`config.mk`:
```
export PLATFORM = sky130hd
export DESIGN_NAME = limb_serial_comparator_flat
export DESIGN_NICKNAME = d
export VERILOG_FILES = /design/src/rtl/cmp_pkg.sv /design/src/rtl/limb_serial_comparator_if.sv /design/src/rtl/limb_cmp.sv /design/src/rtl/limb_serial_comparator.sv /design/src/flat_wrapper.sv
export SDC_FILE = /design/constraint.sdc
export NUM_CORES = 1
export LEC_CHECK = 0
export CORE_ASPECT_RATIO = 0.9
export CORE_MARGIN = 10
export CORE_UTILIZATION = 44
export DETAILED_ROUTE_END_ITERATION = 8
export PLACE_DENSITY = 0.86
export SLEW_MARGIN = 15
export SYNTH_ARGS = -nofsm -noshare
export SYNTH_HDL_FRONTEND = slang
export SYNTH_SLANG_ARGS = --single-unit
```
`constraint.sdc`:
```
create_clock -name clk -period 2.3 [get_ports clk]
set_input_delay 0.575 -clock clk [delete_from_list [all_inputs] [get_ports clk]]
set_output_delay 0.575 -clock clk [all_outputs]
set_load 0.01 [all_outputs]
```
`src/rtl/cmp_pkg.sv`:
```
// Shared types and helpers for the limb-serial magnitude comparator.
package cmp_pkg;

    typedef enum logic [1:0] {
        ST_IDLE = 2'd0,
        ST_RUN  = 2'd1,
        ST_DONE = 2'd2
    } state_t;

    typedef enum logic [1:0] {
        RES_EQ = 2'd0,
        RES_GT = 2'd1,
        RES_LT = 2'd2
    } res_t;

    // A single-limb operand still needs a 1-bit counter.
    function automatic int cnt_width(input int limbs);
        return (limbs <= 1) ? 1 : $clog2(limbs);
    endfunction

endpackage

```
`src/rtl/limb_serial_comparator_if.sv`:
```
// Command, limb stream and result bundle of the limb-serial comparator.
interface limb_serial_comparator_if #(
    parameter int WIDTH = 8
);
    logic             start;
    logic             signed_mode;
    logic             in_valid;
    logic             in_ready;
    logic [WIDTH-1:0] a_limb;
    logic [WIDTH-1:0] b_limb;
    logic             busy;
    logic             res_valid;
    logic             eq;
    logic             gt;
    logic             lt;

    modport master (
        output start, signed_mode, in_valid, a_limb, b_limb,
        input  in_ready, busy, res_valid, eq, gt, lt
    );

    modport slave (
        input  start, signed_mode, in_valid, a_limb, b_limb,
        output in_ready, busy, res_valid, eq, gt, lt
    );
endinterface

```
`src/rtl/limb_cmp.sv`:
```
// Combinational eq/gt of one limb pair, built as an LSB-to-MSB ripple of bit cells.
module limb_cmp #(
    parameter int WIDTH = 8
) (
    input  logic [WIDTH-1:0] a,
    input  logic [WIDTH-1:0] b,
    input  logic             is_signed,
    output logic             limb_eq,
    output logic             limb_gt
);
    logic [WIDTH:0] eq_chain;
    logic [WIDTH:0] gt_chain;

    assign eq_chain[0] = 1'b1;
    assign gt_chain[0] = 1'b0;

    generate
        for (genvar gi = 0; gi < WIDTH; gi++) begin : g_bit
            logic bit_gt;
            if (gi == WIDTH - 1) begin : g_msb
                // In two's complement a set sign bit means smaller.
                assign bit_gt = is_signed ? (~a[gi] & b[gi]) : (a[gi] & ~b[gi]);
            end else begin : g_lsb
                assign bit_gt = a[gi] & ~b[gi];
            end
            assign eq_chain[gi+1] = eq_chain[gi] & ~(a[gi] ^ b[gi]);
            assign gt_chain[gi+1] = bit_gt | (~(a[gi] ^ b[gi]) & gt_chain[gi]);
        end
    endgenerate

    assign limb_eq = eq_chain[WIDTH];
    assign limb_gt = gt_chain[WIDTH];
endmodule

```
`src/rtl/limb_serial_comparator.sv`:
```
// Compares two LIMBS*WIDTH-bit operands streamed MSB limb first; first unequal limb decides.
module limb_serial_comparator
    import cmp_pkg::*;
#(
    parameter int WIDTH = 8,
    parameter int LIMBS = 4
) (
    input logic                    clk,
    input logic                    rst,
    limb_serial_comparator_if.slave bus
);
    localparam int            CW      = cnt_width(LIMBS);
    localparam logic [CW-1:0] CNT_TOP = CW'(LIMBS - 1);

    state_t          state_reg;
    logic [CW-1:0]   cnt_reg;
    logic            decided_reg;
    logic            signed_reg;
    res_t            res_lat_reg;
    logic            in_ready_reg;
    logic            busy_reg;
    logic            res_valid_reg;
    logic            eq_reg;
    logic            gt_reg;
    logic            lt_reg;

    logic            first_limb;
    logic            beat;
    logic            limb_eq;
    logic            limb_gt;
    logic            dec_now;
    logic            gt_now;

    assign first_limb = (cnt_reg == CNT_TOP);
    assign beat       = bus.in_valid & in_ready_reg;

    limb_cmp #(.WIDTH(WIDTH)) u_limb_cmp (
        .a         (bus.a_limb),
        .b         (bus.b_limb),
        .is_signed (signed_reg & first_limb),
        .limb_eq   (limb_eq),
        .limb_gt   (limb_gt)
    );

    // Decision including the beat being accepted, so the last limb can decide too.
    assign dec_now = decided_reg | ~limb_eq;
    assign gt_now  = decided_reg ? (res_lat_reg == RES_GT) : limb_gt;

    always_ff @(posedge clk) begin
        if (rst) begin
            state_reg     <= ST_IDLE;
            cnt_reg       <= '0;
            decided_reg   <= 1'b0;
            signed_reg    <= 1'b0;
            res_lat_reg   <= RES_EQ;
            in_ready_reg  <= 1'b0;
            busy_reg      <= 1'b0;
            res_valid_reg <= 1'b0;
            eq_reg        <= 1'b0;
            gt_reg        <= 1'b0;
            lt_reg        <= 1'b0;
        end else begin
            res_valid_reg <= 1'b0;
            case (state_reg)
                ST_IDLE, ST_DONE: begin
                    if (bus.start) begin
                        state_reg    <= ST_RUN;
                        in_ready_reg <= 1'b1;
                        busy_reg     <= 1'b1;
                        eq_reg       <= 1'b0;
                        gt_reg       <= 1'b0;
                        lt_reg       <= 1'b0;
                        decided_reg  <= 1'b0;
                        res_lat_reg  <= RES_EQ;
                        cnt_reg      <= CNT_TOP;
                        signed_reg   <= bus.signed_mode;
                    end
                end
                ST_RUN: begin
                    if (beat) begin
                        if (!decided_reg && !limb_eq) begin
                            decided_reg <= 1'b1;
                            res_lat_reg <= limb_gt ? RES_GT : RES_LT;
                        end
                        if (cnt_reg == '0) begin
                            state_reg     <= ST_DONE;
                            in_ready_reg  <= 1'b0;
                            busy_reg      <= 1'b0;
                            res_valid_reg <= 1'b1;
                            eq_reg        <= ~dec_now;
                            gt_reg        <= dec_now & gt_now;
                            lt_reg        <= dec_now & ~gt_now;
                        end else begin
                            cnt_reg <= cnt_reg - 1'b1;
                        end
                    end
                end
                default: state_reg <= ST_IDLE;
            endcase
        end
    end

    assign bus.in_ready  = in_ready_reg;
    assign bus.busy      = busy_reg;
    assign bus.res_valid = res_valid_reg;
    assign bus.eq        = eq_reg;
    assign bus.gt        = gt_reg;
    assign bus.lt        = lt_reg;
endmodule

```
`src/flat_wrapper.sv`:
```
// flat-port wrapper written by rule: the top's interface ports become plain ports
module limb_serial_comparator_flat import cmp_pkg::*;
#(
    parameter int WIDTH = 8,
    parameter int LIMBS = 4
)
  (clk, rst, bus_start, bus_signed_mode, bus_in_valid, bus_a_limb, bus_b_limb, bus_in_ready, bus_busy, bus_res_valid, bus_eq, bus_gt, bus_lt);
  limb_serial_comparator_if #(.WIDTH(WIDTH)) bus_i ();
  input logic clk;
  input logic rst;
  input wire logic [$bits(bus_i.start)-1:0] bus_start;
  input wire logic [$bits(bus_i.signed_mode)-1:0] bus_signed_mode;
  input wire logic [$bits(bus_i.in_valid)-1:0] bus_in_valid;
  input wire logic [$bits(bus_i.a_limb)-1:0] bus_a_limb;
  input wire logic [$bits(bus_i.b_limb)-1:0] bus_b_limb;
  output wire logic [$bits(bus_i.in_ready)-1:0] bus_in_ready;
  output wire logic [$bits(bus_i.busy)-1:0] bus_busy;
  output wire logic [$bits(bus_i.res_valid)-1:0] bus_res_valid;
  output wire logic [$bits(bus_i.eq)-1:0] bus_eq;
  output wire logic [$bits(bus_i.gt)-1:0] bus_gt;
  output wire logic [$bits(bus_i.lt)-1:0] bus_lt;
  assign bus_i.start = bus_start;
  assign bus_i.signed_mode = bus_signed_mode;
  assign bus_i.in_valid = bus_in_valid;
  assign bus_i.a_limb = bus_a_limb;
  assign bus_i.b_limb = bus_b_limb;
  assign bus_in_ready = bus_i.in_ready;
  assign bus_busy = bus_i.busy;
  assign bus_res_valid = bus_i.res_valid;
  assign bus_eq = bus_i.eq;
  assign bus_gt = bus_i.gt;
  assign bus_lt = bus_i.lt;
  limb_serial_comparator #(.WIDTH(WIDTH), .LIMBS(LIMBS)) u_core (.clk(clk), .rst(rst), .bus(bus_i));
endmodule
```
==> Word-level counts from Yosys, hierarchy flattened <==
Index checks and enable logic that the tools add are counted.
Widths: inputs -> output; s select.
{ "op_classes": {"n_reduce_logical": 13, "eq_ne": 9, "addsub": 1, "muxes": 33, "bitwise_logic": 65} }
{ "ops": {"columns": ["cell", "count"], "rows": [
  ["$and 1x1->1", 27],
  ["$not 1->1", 22],
  ["$mux 2", 10],
  ["$mux 1", 15],
  ["$pmux 2 s2", 3],
  ["$reduce_and 4->1", 3],
  ["$pmux 1 s2", 5],
  ["$or 1x1->1", 8],
  ["$xor 1x1->1", 8],
  ["$ne 2x1->1 const B", 3],
  ["$eq 2x1->1 const B", 2],
  ["$eq 2x2->1 const B", 2],
  ["$logic_not 2->1", 2],
  ["$ne 2x2->1 const B", 2],
  ["$reduce_and 3->1", 1],
  ["$reduce_or 3->1", 1],
  ["$logic_not 1->1", 2],
  ["$reduce_and 2->1", 1],
  ["$reduce_bool 2->1", 1],
  ["$reduce_or 2->1", 1],
  ["$sub 2x1->2 const B", 1],
  ["$logic_and 1x1->1", 1]
]} }
{ "totals": {"in_bits": 21, "output_inout_bits": 6, "ff_bits": 13} }

==> Logic depth before layout (Yosys ltp) <==
Gate-level depths: netlist of the first run.
{ "depth": {"ltp_word": 22, "ltp_mapped": 7, "mapped_depth_nobuf": 7} }

==> Hierarchy <==
From an unflattened synthesis of the first run, not the netlist that was laid out.
{ "hier_totals": {"cells_unflattened": 100, "hier_area_um2": 907.1} }
{ "modules_own_cells": {"columns": ["mod", "cells_per_inst", "seq_area_each_um2", "area_per_inst_um2", "n_inst"], "rows": [
  ["limb_serial_comparator", 70, 260.2, 674.4, 1],
  ["limb_cmp", 30, 0.0, 232.7, 1]
]} }

==> Worst setup path before layout of the first run <==
Ideal clock, no wire load.
{ "synth_path": {"path_type": "input port to flip-flop", "startpoint": "in bus_b_limb[6]", "endpoint": "reg u_core.gt_reg, in the netlist u_core.bus.gt", "t_arrival_ns": 1.732, "setup_slack_ns": 0.451, "setup_ns": 0.117, "stages": 6, "t_required_ns": 2.183, "cell_sequence": "inv_1 -> ha_1 -> a21o_1 -> a221oi_2 -> a31oi_1 -> a22o_1"} }
{ "synth_via": {"elab_chain_len": 11, "elab_cells_between_ends": 17} }
{ "synth_rtl": {"columns": ["element", "line_no", "rtl"], "rows": [
  ["start, declared", "flat_wrapper.sv:15", "input wire logic [$bits(bus_i.b_limb)-1:0] bus_b_limb;"],
  ["$xor 1x1->1", "limb_cmp.sv:26, limb_cmp.sv:27", null],
  ["$not 1->1", "limb_cmp.sv:26, limb_cmp.sv:27", null],
  ["$and 1x1->1", "limb_cmp.sv:27", "assign gt_chain[gi+1] = bit_gt | (~(a[gi] ^ b[gi]) & gt_chain[gi]);"],
  ["$or 1x1->1", "limb_cmp.sv:27", null],
  ["$and 1x1->1", "limb_cmp.sv:27", null],
  ["$or 1x1->1", "limb_cmp.sv:27", null],
  ["$mux 1", "limb_serial_comparator.sv:47", "assign gt_now = decided_reg ? (res_lat_reg == RES_GT) : limb_gt;"],
  ["$and 1x1->1 (*)", "limb_serial_comparator.sv:91", "gt_reg <= dec_now & gt_now;"],
  ["$mux 1 (*)", "limb_serial_comparator.sv:85", "if (cnt_reg == '0) begin"],
  ["$mux 1 (*)", "limb_serial_comparator.sv:80", "if (beat) begin"],
  ["$pmux 1 s2 (*)", "limb_serial_comparator.sv:64", "case (state_reg)"],
  ["end signal, assigned", "limb_serial_comparator.sv:91", null],
  ["end, declared", "limb_serial_comparator.sv:24", "logic gt_reg;"]
]} }
Every way passes the cells marked *; elsewhere a longest branch is shown, timed or not. The select of a mux whose other input is x is not followed.
A chain may end at the register's enable or synchronous reset.

==> Worst setup path in the final report of the first run <==
Same ends and word-level chain as after synthesis.

==> results of run 1 <==
==> layout by cell type, fill, tap and decap left out <==
cell / synthesis / routed
inv_1: 13 / 13
nand3_1: 5 / 5
o311ai_4: 1 / 1
nand3_2: 1 / 1
nand3b_1: 1 / 1
a22o_1: 1 / 1
a211oi_1: 4 / 4
a31oi_1: 1 / 1
and3_1: 1 / 1
nor2_1: 4 / 4
nand2_2: 2 / 2
a21oi_1: 9 / 9
nor2_2: 1 / 1
nor3_1: 3 / 3
clkbuf_4: 0 / 3
clkdlybuf4s50_1: 0 / 26
and4b_2: 1 / 1
buf_4: 1 / 4
and2b_1: 2 / 2
dfxtp_1: 13 / 13
a21o_1: 3 / 3
ha_1: 11 / 11
nand2b_1: 1 / 1
a221oi_2: 2 / 2
nand2_1: 7 / 7
a32oi_1: 1 / 1
clkbuf_1: 1 / 1
nor4_2: 1 / 1
o21a_1: 1 / 1
o41ai_2: 1 / 1
==> area by class of cell <==
type                            count  area (um^2)
Inverter                           13         48.8
Multi-Input combinational cell     65          508
Tap cell                           24         30.0
Fill cell                         148          571
Sequential cell                    13          260
Clock buffer                        4         26.3
Timing Repair Buffer               30          290
==> power by group <==
group          switching [uW]  internal, uW
combinational            63.7          73.0
sequential               8.02           234
clock                    69.6          67.2
==> stage by stage <==
step                setup TNS, ns  hold slack (ns)  power, uW  instances
finish                          0            0.473        516        149
global route                    0            0.505        551        149
CTS                             0            0.469        524        149
detailed placement         -0.327            0.458        384        145
global placement           -0.107            0.452        378        145
floorplan                       0            0.440        322         93
==> metal layers <==
| metal | routed length (um) | part of all wire | vias up | track usage |
|---|---|---|---|---|
| li1 | - | - | 397 | - |
| met1 | 837 | 0.40 | 355 | 0.119 |
| met5 | 0 | 0 | - | 0 |
| met2 | 1120 | 0.53 | 19 | 0.207 |
| met3 | 119 | 0.057 | 2 | 0.0381 |
| met4 | 21 | 0.010 | 0 | 0.0274 |
==> logic make-up (layout without fill, tap and decap cells) <==
kind of cell	after synthesis	in the layout
AND/OR/NAND/NOR	30	30
AO/OA/AOI/OAI	24	24
buffers and inverters	15	47
flip-flops	13	13
adder cells (fa/ha/maj)	11	11
==> worst reg2reg max path, stage by stage, from the launching register on <==
cell and delay, ns:
dfxtp_1 0.34, ha_1 0.22, and3_1 0.18, a221oi_2 0.23, a31oi_1 0.18, a22o_1 0.25
==> worst max-delay path by stage <==
stage | from | slack, ns | to | cells after the start
2_1_floorplan | bus_b_limb[6] | 0.45 | u_core.bus.gt | 6
3_3_place_gp | bus_b_limb[7] | -0.05 | u_core.bus.gt | 7
3_5_place_dp | bus_b_limb[6] | -0.13 | u_core.bus.gt | 7
4_1_cts | bus_b_limb[6] | 0.16 | u_core.bus.lt | 7
5_1_grt | bus_b_limb[7] | 0.05 | u_core.bus.gt | 7
6_report | bus_b_limb[6] | 0.16 | u_core.bus.gt | 7
==> results.py, run 1 <==
metrics = {
    "outcome": {
        "outcome": "completed",
    },
    "setup_path": {
        "critPathLaunchType": "input port",
        "path_buf_inv": 2,
        "slowest_stage": "clkdlybuf4s50_1",
        "cpLargestDelayFamily": "compound AO/OA/AOI/OAI gates",
        "crit_required_ns": 2.47,
        "path_max_fanout": 2,
        "path_cells": "clkdlybuf4s50_1, inv_1, ha_1, a21o_1, a221oi_2, a31oi_1, a22o_1",
        "cpPeakStageDelay_ns": 0.45,
        "crit_path_end_kind": "flop",
        "r2r_cells": 5,
        "setup.worst_path.class": "in -> reg",
        "rrSetupSlack_ns": 0.80,
        "critPathArrivalTime_ns": 2.31,
        "regToRegStartpoint": "u_core.cnt_reg[0]",
        "reg2reg_to": "u_core.bus.gt",
    },
    "power_and_ir_drop": {
        "p_per_area_nw_per_um2": 443,
        "ir_drop_uv": 338,
        "power.leakage_uw": 0.000490,
    },
    "yosys": {
        "yosysSeqAreaShare": 0.314,
        "ys_top_cells_by_area": "dfxtp_1 (31%), ha_1 (17%), inv_1 (5.9%)",
        "ys_seq_elements": 13,
        "yosysWarnings": 0,
        "synth_top_family_by_area": "compound AO/OA/AOI/OAI gates",
        "synth-compound-area-share": 0.243,
        "synthXorXnorAreaFrac": 0,
        "syn-num-nets": 125,
        "synth_edf_count": 0,
        "synth.distinct_cells": 28,
        "synth-simple-area-share": 0.204,
        "synth_mux_area_frac": 0,
        "ys_top_cells_by_count": "dfxtp_1 (13), inv_1 (13), ha_1 (11)",
        "netlist_instances": 93,
        "syn_area_um2": 828,
        "yosys.area.top_type": "dfxtp_1",
        "synth-adder-area-share": 0.166,
        "synth.avg_cell_area_um2": 8.91,
        "ys.flop_type": "dfxtp_1",
        "synth_top_cell_area_share": 0.314,
        "async_flop_share": 0,
    },
    "placed_design": {
        "place_area_um2": 1140,
        "pre_cts_slack_ns": -0.134,
        "gp_congestion": 0.720,
        "io_buffers": 26,
        "dp_hpwl_mm": 1.77,
    },
    "hold_path": {
        "min_to": "u_core.state_reg[1]",
        "hp-class": "reg -> reg",
        "min_path_cells": 2,
        "worstHoldStart": "u_core.state_reg[1]",
    },
    "grt": {
        "grt_max_degree": 11,
        "antenna_found_initial": 0,
        "track_usage": 0.111,
        "overflow": 0,
        "grt_pass1_vias": 799,
        "grt_pass1_wl_mm": 3.59,
    },
    "sta": {
        "setup_slack_ns": 0.159,
        "tightestPinTransition_ns": 0.406,
        "finClkSkew_ns": 0.00590,
        "finalCritPeriodShare": 0.931,
        "fin_crit_ns": 2.14,
        "max_freq_mhz": 467,
        "setup_violations": 0,
        "report.final.hold_viol_count": 0,
        "slew_viol_final": 0,
        "slew-limit-headroom": 0.729,
        "rsz0062_at_grt": "false",
    },
    "clocking": {
        "clkTransAtPathRegs_ns": 0.08,
        "cts-buffers-inserted": 3,
        "htreeDepth": 1,
        "cts_resized": 0,
        "hold_buffers": 0,
        "cts_buffer_depth": 2,
        "cts_tree": "done",
        "cts_setup_buffers": 0,
        "clk_latency_ns": 0.27,
        "cts-root-buf": "clkbuf_4",
        "clock-sinks": 13,
    },
    "layout": {
        "fin_area_um2": 1160,
        "drive_gt1_frac": 0.136,
        "area_growth_pct": 40.5,
        "nets": 158,
        "utilization": 0.671,
        "diodes": 0,
    },
    "die": {
        "num_rows": 14,
        "dieArea_um2": 4020,
        "core_um2": 1730,
        "die_w_um": 65.7,
        "start_util": 0.478,
        "ioPinCount": 27,
        "die_h_um": 61.2,
    },
    "route": {
        "drc_errors": 0,
        "viasPerCell": 5.19,
        "drt-initial-drc-count": 12,
        "post_drt_wl_per_cell_um": 14.1,
        "drt_wl_total_mm": 2.10,
        "ant_nets": 0,
        "num_vias": 773,
        "dr.pass1.iters": 4,
    },
    "flow_run": {
        "cap_violations": 0,
    },
}
(Power assumes the default switching activity.)
==> run 2: changes to the inputs <==
--- a/config.mk
+++ b/config.mk
@@ -10,7 +10,7 @@
 export CORE_UTILIZATION = 44
 export DETAILED_ROUTE_END_ITERATION = 8
 export PLACE_DENSITY = 0.86
-export SLEW_MARGIN = 15
+export SLEW_MARGIN = 20
 export SYNTH_ARGS = -nofsm -noshare
 export SYNTH_HDL_FRONTEND = slang
 export SYNTH_SLANG_ARGS = --single-unit
==> results of run 2 <==
Final layout, timing and power as in run 1 (identical DEF).
